==> config.mk <==
export PLATFORM = sky130hd
export DESIGN_NAME = ant_move_sequencer
export DESIGN_NICKNAME = d
export VERILOG_FILES = /design/src/rtl/ant_move_sequencer_pkg.sv /design/src/rtl/ant_step_counter.sv /design/src/rtl/ant_move_sequencer.sv
export SDC_FILE = /design/constraint.sdc
export NUM_CORES = 1
export LEC_CHECK = 0
export CORE_UTILIZATION = 30
export CTS_BUF_LIST = sky130_fd_sc_hd__clkbuf_8
export CTS_CLUSTER_SIZE = 25
export DETAILED_ROUTE_END_ITERATION = 6
export PLACE_DENSITY_LB_ADDON = 0.15
export SLEW_MARGIN = 20
export SYNTH_ARGS = -nofsm -noshare
export SYNTH_HDL_FRONTEND = slang
export SYNTH_SLANG_ARGS = --single-unit
==> constraint.sdc <==
create_clock -name clk -period 3.35 [get_ports clk]
set_clock_uncertainty 0.15 [all_clocks]
set_input_delay 0.67 -clock clk [delete_from_list [all_inputs] [get_ports clk]]
set_output_delay 0.67 -clock clk [all_outputs]
set_load 0.03 [all_outputs]
==> src/rtl/ant_move_sequencer_pkg.sv <==
// Shared definitions for the ant move sequencer: move codes and FSM states.
package ant_move_sequencer_pkg;

    // Move codes shared with ant_suit and the actuator.
    typedef enum logic [1:0] {
        HALT    = 2'd0,
        RIGHT   = 2'd1,
        LEFT    = 2'd2,
        FORWARD = 2'd3
    } move_e;

    // Sequencer FSM state encoding.
    typedef enum logic [2:0] {
        StIdle    = 3'd0,
        StSettle  = 3'd1,
        StIssue   = 3'd2,
        StBackoff = 3'd3,
        StDone    = 3'd4,
        StTimeout = 3'd5
    } state_e;

    // Width of the settle-phase counter; covers SETTLE_CYC up to 15.
    localparam int unsigned SettleCntW = 4;

endpackage

==> src/rtl/ant_step_counter.sv <==
// Per-run step and wall-hit counters with budget-reached compare.
module ant_step_counter #(
    parameter int unsigned STEP_W    = 10,
    parameter int unsigned MAX_STEPS = 1023
) (
    input  logic              clk,
    input  logic              rst_n,
    input  logic              clr,
    input  logic              step_inc,
    input  logic              hit_inc,
    output logic [STEP_W-1:0] step_count,
    output logic [7:0]        hit_count,
    output logic              budget_hit
);

    // Counters clear on run start; hit_count saturates at 255.
    always_ff @(posedge clk or negedge rst_n) begin
        if (!rst_n) begin
            step_count <= '0;
            hit_count  <= '0;
        end else if (clr) begin
            step_count <= '0;
            hit_count  <= '0;
        end else begin
            if (step_inc) begin
                step_count <= step_count + 1'b1;
            end
            if (hit_inc && (hit_count != 8'hFF)) begin
                hit_count <= hit_count + 8'd1;
            end
        end
    end

    assign budget_hit = (step_count == STEP_W'(MAX_STEPS));

endmodule

==> src/rtl/ant_move_sequencer.sv <==
// Paces ant_suit move requests to the actuator one step at a time.
module ant_move_sequencer
    import ant_move_sequencer_pkg::*;
#(
    parameter int unsigned MAX_STEPS  = 1023,
    parameter int unsigned STEP_W     = 10,
    parameter int unsigned SETTLE_CYC = 2
) (
    input  logic              clk,
    input  logic              rst_n,
    input  logic              start,
    input  logic              abort,
    input  logic [1:0]        req_move,
    input  logic              hit,
    input  logic              escape,
    output logic [1:0]        cmd_move,
    output logic              cmd_valid,
    input  logic              cmd_ready,
    output logic              busy,
    output logic              done,
    output logic              timeout,
    output logic [STEP_W-1:0] step_count,
    output logic [7:0]        hit_count
);

    state_e                state;
    logic [SettleCntW-1:0] settle_cnt;
    logic                  settle_last;
    logic                  can_start;
    logic                  clr;
    logic                  step_inc;
    logic                  hit_inc;
    logic                  budget_hit;

    assign settle_last = (settle_cnt == SettleCntW'(SETTLE_CYC - 1));
    assign can_start   = (state == StIdle) || (state == StDone) || (state == StTimeout);
    assign clr         = start && can_start && !abort;
    // cmd_valid is only ever high in ISSUE/BACKOFF, so it alone qualifies the transfer.
    assign step_inc    = cmd_valid && cmd_ready && !abort;
    assign hit_inc     = (state == StSettle) && settle_last && !escape && hit && !abort;

    ant_step_counter #(
        .STEP_W   (STEP_W),
        .MAX_STEPS(MAX_STEPS)
    ) u_counter (
        .clk       (clk),
        .rst_n     (rst_n),
        .clr       (clr),
        .step_inc  (step_inc),
        .hit_inc   (hit_inc),
        .step_count(step_count),
        .hit_count (hit_count),
        .budget_hit(budget_hit)
    );

    // Sequencer FSM with registered command and status outputs.
    always_ff @(posedge clk or negedge rst_n) begin
        if (!rst_n) begin
            state      <= StIdle;
            settle_cnt <= '0;
            cmd_move   <= HALT;
            cmd_valid  <= 1'b0;
            busy       <= 1'b0;
            done       <= 1'b0;
            timeout    <= 1'b0;
        end else if (abort) begin
            // Counters and flags stay for readout.
            state     <= StIdle;
            cmd_valid <= 1'b0;
            busy      <= 1'b0;
        end else begin
            unique case (state)
                StIdle, StDone, StTimeout: begin
                    if (start) begin
                        state      <= StSettle;
                        settle_cnt <= '0;
                        busy       <= 1'b1;
                        done       <= 1'b0;
                        timeout    <= 1'b0;
                    end
                end
                StSettle: begin
                    if (settle_last) begin
                        if (escape) begin
                            state <= StDone;
                            done  <= 1'b1;
                            busy  <= 1'b0;
                        end else if (hit) begin
                            state     <= StBackoff;
                            cmd_move  <= RIGHT;
                            cmd_valid <= 1'b1;
                        end else if (budget_hit) begin
                            state   <= StTimeout;
                            timeout <= 1'b1;
                            busy    <= 1'b0;
                        end else begin
                            state     <= StIssue;
                            cmd_move  <= req_move;
                            cmd_valid <= 1'b1;
                        end
                    end else begin
                        settle_cnt <= settle_cnt + 1'b1;
                    end
                end
                StIssue, StBackoff: begin
                    if (cmd_ready) begin
                        state      <= StSettle;
                        settle_cnt <= '0;
                        cmd_valid  <= 1'b0;
                    end
                end
                default: begin
                    state     <= StIdle;
                    cmd_valid <= 1'b0;
                    busy      <= 1'b0;
                end
            endcase
        end
    end

endmodule

* Word level (Yosys, flattened, before mapping)
Index checks and enable logic that the tools add are counted.
** Storage, ports and cells
- Flip-flop bits (word level) :: 31
- Input bits :: 9
- Logic and storage cells :: 108
** Operators by class
- Add/sub/neg operators :: 3
- Eq/ne operators :: 26
- Multiplexer cells :: 41
- Bitwise gates (word level) :: 2
- Reduce and logical (&&, ||, !) cells :: 27
** Operators with widths (number)
- $reduce_and 5->1 :: 5
- $ne 2x2->1 const B :: 11
- $mux 3 :: 7
- $mux 10 :: 2
- $mux 1 :: 19
- $mux 8 :: 2
- $mux 4 :: 3
- $ne 3x3->1 const B :: 4
- $ne 4x4->1 const B :: 3
- $pmux 4 s3 :: 1
- $add 10x1->10 const B :: 1
- $eq 10x10->1 const B :: 1
- $logic_and 1x1->1 :: 9
- $pmux 3 s3 :: 1
- $add 8x1->8 const B :: 1
- $ne 8x8->1 const B :: 1
- $reduce_and 7->1 :: 1
- $eq 3x2->1 const B :: 2
- $eq 3x3->1 const B :: 2
- $pmux 1 s3 :: 2
- $reduce_bool 2->1 :: 3
- $add 4x1->4 const B :: 1
- $eq 4x1->1 const B :: 1
- $mux 2 :: 2
- other kinds (10) :: 14

* Longest topological paths before layout
Gate-level depths: netlist (run 1).
- Depth after elaboration :: 8
- Depth in mapped cells :: 7

* Modules after synthesis
A second synthesis (run 1) with hierarchy kept.
** Second synthesis, totals
- Cells, all modules :: 180
- Area total of the unflattened synthesis :: 1774.2 sq um
** By module, submodules not included
- ant_step_counter :: times used 1, cells each 97, area each 942.2 sq um, seq. area each 450.4 sq um
- ant_move_sequencer :: times used 1, cells each 83, area each 832.0 sq um, seq. area each 325.3 sq um

* Worst setup path before layout (run 1)
No wires, ideal clock.
- Path type :: input to register
- From :: in abort
- To :: reg u_counter.hit_count[2]
- Setup time :: 0.140 ns
- Arrival :: 1.756 ns
- Data required time :: 3.060 ns
- Path slack :: 1.304 ns
- Cell stages on the path :: 6
- Buffers on the path :: 2
- Path through :: buf_4 > nor4b_4 > nand4_1 > buf_2 > o311ai_0 > o41ai_1
** On the way
- Cells in the longest elaborated chain, start to end :: 4
** RTL lines
- from (decl) :: RTL line ant_move_sequencer.sv:12 : input logic abort,
- $logic_not 1->1 * :: RTL line ant_move_sequencer.sv:37, ant_move_sequencer.sv:40
- $logic_and 1x1->1 :: RTL line ant_move_sequencer.sv:40 : assign hit_inc = (state == StSettle) && settle_last && !escape && hit && !abort;
- $logic_and 1x1->1 :: RTL line ant_step_counter.sv:28 : if (hit_inc && (hit_count != 8'hFF)) begin
- $reduce_bool 2->1 (no line)
- to (signal assigned) :: RTL line ant_step_counter.sv:29 : hit_count <= hit_count + 8'd1;
- to (decl) :: RTL line ant_step_counter.sv:12 : output logic [7:0] hit_count,
Every way passes the cells marked *; elsewhere a longest branch is shown, timed or not.
A chain may end at the register's enable or synchronous reset.

* Final worst setup path (run 1)
- From :: in abort
- To :: reg u_counter.hit_count[3]
The elaborated chain is that of the path after synthesis.

==> results of run 1 <==
[power breakdown]
part / switching (mW) / total, mW / internal [mW]
registers: 0.0716 / 0.506 / 0.435
clock network: 0.135 / 0.320 / 0.184
logic: 0.222 / 0.388 / 0.167
[stage by stage]
stage                     worst slack [ps]  cell area [sq um]
after floorplan                       1300               1730
after global placement                 415               2120
after detailed placement               387               2120
after CTS                              664               2220
after global routing                   444               2220
final                                  643               2220
[cell usage after synthesis (all sizes together), types with 3 or more instances]
cell	number	area, sq um
inv	9	33.8
nor2	15	56.3
or2	3	18.8
o311a	3	30.0
nor4	4	25.0
and4	4	35.0
xnor2	4	35.0
dfrtp	31	776
o31ai	3	22.5
a21oi	13	65.1
o211ai	5	37.5
nand4	6	37.5
or4	4	30.0
o21ai	6	30.0
a31oi	3	18.8
ha	4	50.1
and3	7	43.8
nor3	3	15.0
clkbuf	3	11.3
nand3	7	35.0
nand2	12	45.0
buf	6	32.5
nand2b	3	18.8
[cells in the final DEF (no fill, tap or decap), types with 3 or more instances in the layout]
cell             count
clkdlybuf4s50_1     32
dfrtp_1             31
nor2_1              15
a21oi_1             13
nand2_1             12
inv_1               10
and3_1               7
nand3_1              7
clkbuf_8             7
nand4_1              6
o21ai_0              6
o211ai_1             5
and4_1               4
nor4_1               4
or4_1                4
xnor2_1              4
ha_1                 4
nand2b_1             3
nor3_1               3
o31ai_1              3
a31oi_1              3
o311a_1              3
[cell families (layout without fill, tap and decap cells)]
group / count (synthesis) / after routing / share of synthesized area (%)
simple gates: 77 / 77 / 26.5
compound gates: 45 / 45 / 17.7
flops: 31 / 31 / 44.7
buf+inv: 18 / 51 / 4.47
xor+xnor: 6 / 6 / 3.03
fa+ha+maj: 4 / 4 / 2.89
mux: 1 / 1 / 0.649
[registers in the layout, indices dropped and copies added, names as in the netlist]
signal	flops
u_counter.step_count	10
u_counter.hit_count	8
settle_cnt	4
state	3
cmd_move	2
busy	1
cmd_valid	1
done	1
timeout	1
[final cells by class]
class                   instances  share of cell area, %
flip-flops and latches         31                   35.0
well taps                      72                   4.07
multi-input cells             133                   39.8
repair buffers                 34                   15.1
clock buffers                   7                   4.35
inverters                       9                   1.52
clock inverters                 1                  0.169
[how the worst max path moves through the flow]
| stage | end | startpoint | cells past startpoint | slack [ps] |
|---|---|---|---|---|
| 3_3_place_gp | u_counter.hit_count[3] | abort | 5 | 420 |
| 2_1_floorplan | u_counter.hit_count[2] | abort | 6 | 1300 |
| 6_report | u_counter.hit_count[3] | abort | 5 | 640 |
| 3_5_place_dp | u_counter.hit_count[3] | abort | 5 | 390 |
| 5_1_grt | u_counter.hit_count[3] | abort | 5 | 440 |
| 4_1_cts | u_counter.hit_count[3] | abort | 5 | 660 |
[layer usage]
layer	GRT usage [%]	vias to the layer above	share of wire, %
met4	4.81	0	0.78
met1	19.9	709	50
met5	0	-	0
met2	22.8	31	46
li1	-	749	-
met3	3.49	4	3.5
[worst max-delay path: stages]
cell and delay [ps]:
clkdlybuf4s50_1 600, nor4b_4 320, nand4_1 390, or4_1 620, a21oi_1 140
==> flow_metrics.env, run 1 <==
export IMPL_final_cell_count_no_fill=287
export IMPL_drcViolationCount=0
export IMPL_r2r_start="settle_cnt[1]"
export IMPL_clock_latency_ps=270
export IMPL_antenna_cells=0
export IMPL_synthArstFlopShare_pct=100
export IMPL_start_util_pct=31.3
export IMPL_power_density_nw_per_um2=548
export IMPL_clk_path_buf_depth=2
export IMPL_die_y_microns=78.0
export IMPL_p_leak_nw=0.956
export IMPL_tns_ps=0
export IMPL_post_route_util_pct=40.0
export IMPL_cts_hold_buf=0
export IMPL_globalRouteTotalUtil_pct=14.6
export IMPL_cts_resized=0
export IMPL_io_pins=33
export IMPL_initialDrtViolationCount=124
export IMPL_synth_cells=182
export IMPL_final_max_slew_violation_count=0
export IMPL_fmax_ghz=0.369
export IMPL_grt_pass1_wl_mm=6.91
export IMPL_endpoint_kind="flip-flop"
export IMPL_hp_class="flip-flop to flip-flop"
export IMPL_drive_above_1_share_pct=6.51
export IMPL_r2r_end="u_counter.hit_count[3]"
export IMPL_post_drt_wl_per_cell_microns=14.4
export IMPL_synth_edf_count=0
export IMPL_antenna_found_initial=0
export IMPL_finalHoldViolations=0
export IMPL_ant_nets=0
export IMPL_drt_first_pass_iters=4
export IMPL_startpoint_type="input pin"
export IMPL_clk_pin_slew_worst_paths_ps=70
export IMPL_crit_type="input pin to flip-flop"
export IMPL_die_area_sq_um=6090
export IMPL_tightest_slew_ps=571
export IMPL_place_port_buffers=32
export IMPL_grt_max_degree=32
export IMPL_viasPerCell=5.20
export IMPL_fin_crit_ps=2710
export IMPL_die_w_microns=78.0
export IMPL_grt_pass1_vias=1412
export IMPL_crit_fanout=12
export IMPL_gr_total_overflow=0
export IMPL_rrSetupSlack_ps=960
export IMPL_ys_seq_area_share_pct=44.7
export IMPL_fin_total_pwr_mw=1.21
export IMPL_setup_violations_final=0
export IMPL_regArea_sq_um=776
export IMPL_arrival_ps=2750
export IMPL_htree_levels=2
export IMPL_holdWs_ps=362
export IMPL_rows=27
export IMPL_fillers=587
export IMPL_cts_tree="yes"
export IMPL_min_from="timeout"
export IMPL_relSlewSlack_pct=61.9
export IMPL_coreArea_sq_um=5540
export IMPL_routabilityCongestion=0.854
export IMPL_numClockSinks=31
export IMPL_syn2layout_area_growth_pct=27.8
export IMPL_cp_required_ps=3400
export IMPL_root_buffer="clkbuf_8"
export IMPL_status="completed"
export IMPL_rr_worst_depth=6
export IMPL_vias=1493
export IMPL_max_cap_violations=0
export IMPL_multi_input_area_sq_um=881
export IMPL_wl_mm=4.12
export IMPL_hold_path_end="timeout"
export IMPL_synth_area_sq_um=1730
export IMPL_peakVddDrop_v=0.000261
export IMPL_placed_cells=279
export IMPL_post_dp_hpwl_mm=2.89
export IMPL_holdPathStages=1
export IMPL_yosys_warnings=0
export IMPL_rsz0062_at_grt="no"
export IMPL_synthesis_nets=195
export IMPL_synth_area_per_cell_sq_um=9.53
export IMPL_ys_flop_type="dfrtp_1"
export IMPL_cts_buffers_inserted=5
export IMPL_timing_final_crit_share_pct=80.8
export IMPL_yosysUniqueCellTypes=43
export IMPL_ys_ff_latch=31
export IMPL_postCtsSetupBuffers=0
export IMPL_nets=227
Power figures use the tool's default switching activity.
==> inputs of run 2 (changes only) <==
clock period = 2.2 ns   (was 3.35 ns; I/O delays follow)
==> run 2 against run 1 <==
  * Via count grew 3.1%
  * Combinational power grew 71%
  * Die area is the same
  * Sequential power grew 51%
  * Core utilization grew 2.1 points
  * Count of clock-buffer cells in the layout shrank 1
  * Global-route usage grew 1.9 points
  * Largest cell class unchanged
==> flow_metrics.env, run 2 (synthesis results as in run 1) <==
export IMPL_status="completed"
export IMPL_setup_violations_final=0
export IMPL_nets=244
export IMPL_htree_levels=2
export IMPL_peakVddDrop_v=0.000368
export IMPL_clkPwrFrac_pct=24.2
export IMPL_fin_crit_ps=2070
export IMPL_power_internal_mw=1.21
export IMPL_grt_pass1_wl_mm=7.65
export IMPL_gr_total_overflow=0
export IMPL_antenna_cells=0
export IMPL_r2r_start="settle_cnt[1]"
export IMPL_clk_pin_slew_worst_paths_ps=70
export IMPL_start_util_pct=31.3
export IMPL_layout_commonest_cell="clkdlybuf4s50_1"
export IMPL_post_drt_wl_per_cell_microns=14.6
export IMPL_rsz0062_at_grt="no"
export IMPL_final_cell_count_no_fill=303
export IMPL_globalRouteTotalUtil_pct=16.5
export IMPL_arrival_ps=2140
export IMPL_cts_buffers_inserted=5
export IMPL_p_leak_nw=1.03
export IMPL_cts_tree="yes"
export IMPL_drive_above_1_share_pct=13.4
export IMPL_clock_latency_ps=290
export IMPL_rrSetupSlack_ps=200
export IMPL_post_route_util_pct=42.1
export IMPL_crit_type="input pin to flip-flop"
export IMPL_min_from="timeout"
export IMPL_power_frac_comb_pct=35.3
export IMPL_viasPerCell=5.08
export IMPL_syn2layout_area_growth_pct=34.4
export IMPL_die_area_sq_um=6090
export IMPL_root_buffer="clkbuf_8"
export IMPL_startpoint_type="input pin"
export IMPL_tightest_slew_ps=395
export IMPL_initialDrtViolationCount=65
export IMPL_power_density_nw_per_um2=809
export IMPL_crit_fanout=6
export IMPL_drcViolationCount=0
export IMPL_die_w_microns=78.0
export IMPL_holdPathStages=1
export IMPL_max_cap_violations=0
export IMPL_post_dp_hpwl_mm=3.25
export IMPL_clk_path_buf_depth=2
export IMPL_grt_max_degree=32
export IMPL_place_ws_ps=-174
export IMPL_io_pins=33
export IMPL_setup_ws_ps=130
export IMPL_routabilityCongestion=0.857
export IMPL_endpoint_kind="flip-flop"
export IMPL_swShare_pct=35.8
export IMPL_timing_final_crit_share_pct=94.1
export IMPL_die_y_microns=78.0
export IMPL_top_regs="u_counter.step_count (10), u_counter.hit_count (8), settle_cnt (4)"
export IMPL_r2r_end="u_counter.hit_count[3]"
export IMPL_final_cell_mix="clkdlybuf4s50_1, dfrtp_1, buf_4"
export IMPL_ant_nets=0
export IMPL_wl_mm=4.43
export IMPL_cp_required_ps=2270
export IMPL_vias=1539
export IMPL_fmax_ghz=0.483
export IMPL_place_port_buffers=32
export IMPL_hold_path_end="timeout"
export IMPL_finalHoldViolations=0
export IMPL_rows=27
export IMPL_cts_hold_buf=0
export IMPL_hp_class="flip-flop to flip-flop"
export IMPL_cts_resized=0
export IMPL_top_register="u_counter.step_count"
export IMPL_switchingPower_mw=0.674
export IMPL_largest_reg_flops=10
export IMPL_numClockSinks=31
export IMPL_coreArea_sq_um=5540
export IMPL_drt_first_pass_iters=4
export IMPL_p_seq_share_pct=40.6
export IMPL_placed_cells=296
export IMPL_antenna_found_initial=0
export IMPL_grt_pass1_vias=1543
export IMPL_final_max_slew_violation_count=0
export IMPL_fin_total_pwr_mw=1.88
export IMPL_rr_worst_depth=6
export IMPL_relSlewSlack_pct=73.3
==> run 2: per-stage QoR <==
stage          setup TNS [ps]  hold WS (ps)  area [sq um]
4_1_cts                     0           363          2330
3_3_place_gp            -1220           338          2240
5_1_grt                     0           383          2330
6_report                    0           360          2330
2_1_floorplan               0         -5.59          1730
3_5_place_dp            -1530           350          2240
==> run 2: critical path, cell delays in order <==
cell             delay, ps
clkdlybuf4s50_1        460
nor4b_4                270
nand4_1                260
or4_1                  560
a21oi_1                150
==> run 2: how the worst max path moves through the flow <==
stage,start,to,slack (ps),cells past startpoint
5_1_grt,abort,u_counter.hit_count[4],10,6
6_report,abort,u_counter.hit_count[3],130,5
2_1_floorplan,u_counter.hit_count[0],u_counter.hit_count[3],320,5
4_1_cts,abort,u_counter.hit_count[3],120,5
3_3_place_gp,abort,u_counter.hit_count[3],-150,5
3_5_place_dp,abort,u_counter.hit_count[3],-170,5
==> run 2: power groups by stage <==
stage	clock (mW)	combinational (mW)	sequential, mW
2_1_floorplan	0	0.313	0.849
3_3_place_gp	0	0.664	0.774
3_5_place_dp	0	0.667	0.774
4_1_cts	0.474	0.670	0.764
5_1_grt	0.507	0.732	0.779
6_report	0.455	0.665	0.765
==> run 2: routing by layer <==
| layer | global-route usage, % | vias up | wire (microns) |
|---|---|---|---|
| met5 | 0 | - | 0 |
| met4 | 6.67 | 0 | 44 |
| met3 | 4.42 | 4 | 198 |
| met2 | 24.2 | 25 | 1920 |
| met1 | 22.9 | 724 | 2260 |
| li1 | - | 786 | - |
==> run 2: area by class of cell <==
class	count	area, sq um
fill	561	3210
multi-input combinational	133	881
sequential	31	776
timing repair buffer	51	463
tap	72	90.1
clock buffer	6	82.6
inverter	9	33.8
clock inverter	1	5.00
==> run 2: what timing repair did <==
action                                 CTS  global route
endpoints found under the hold margin    0             0
setup endpoints to repair                0             1
setup buffers                            0             0
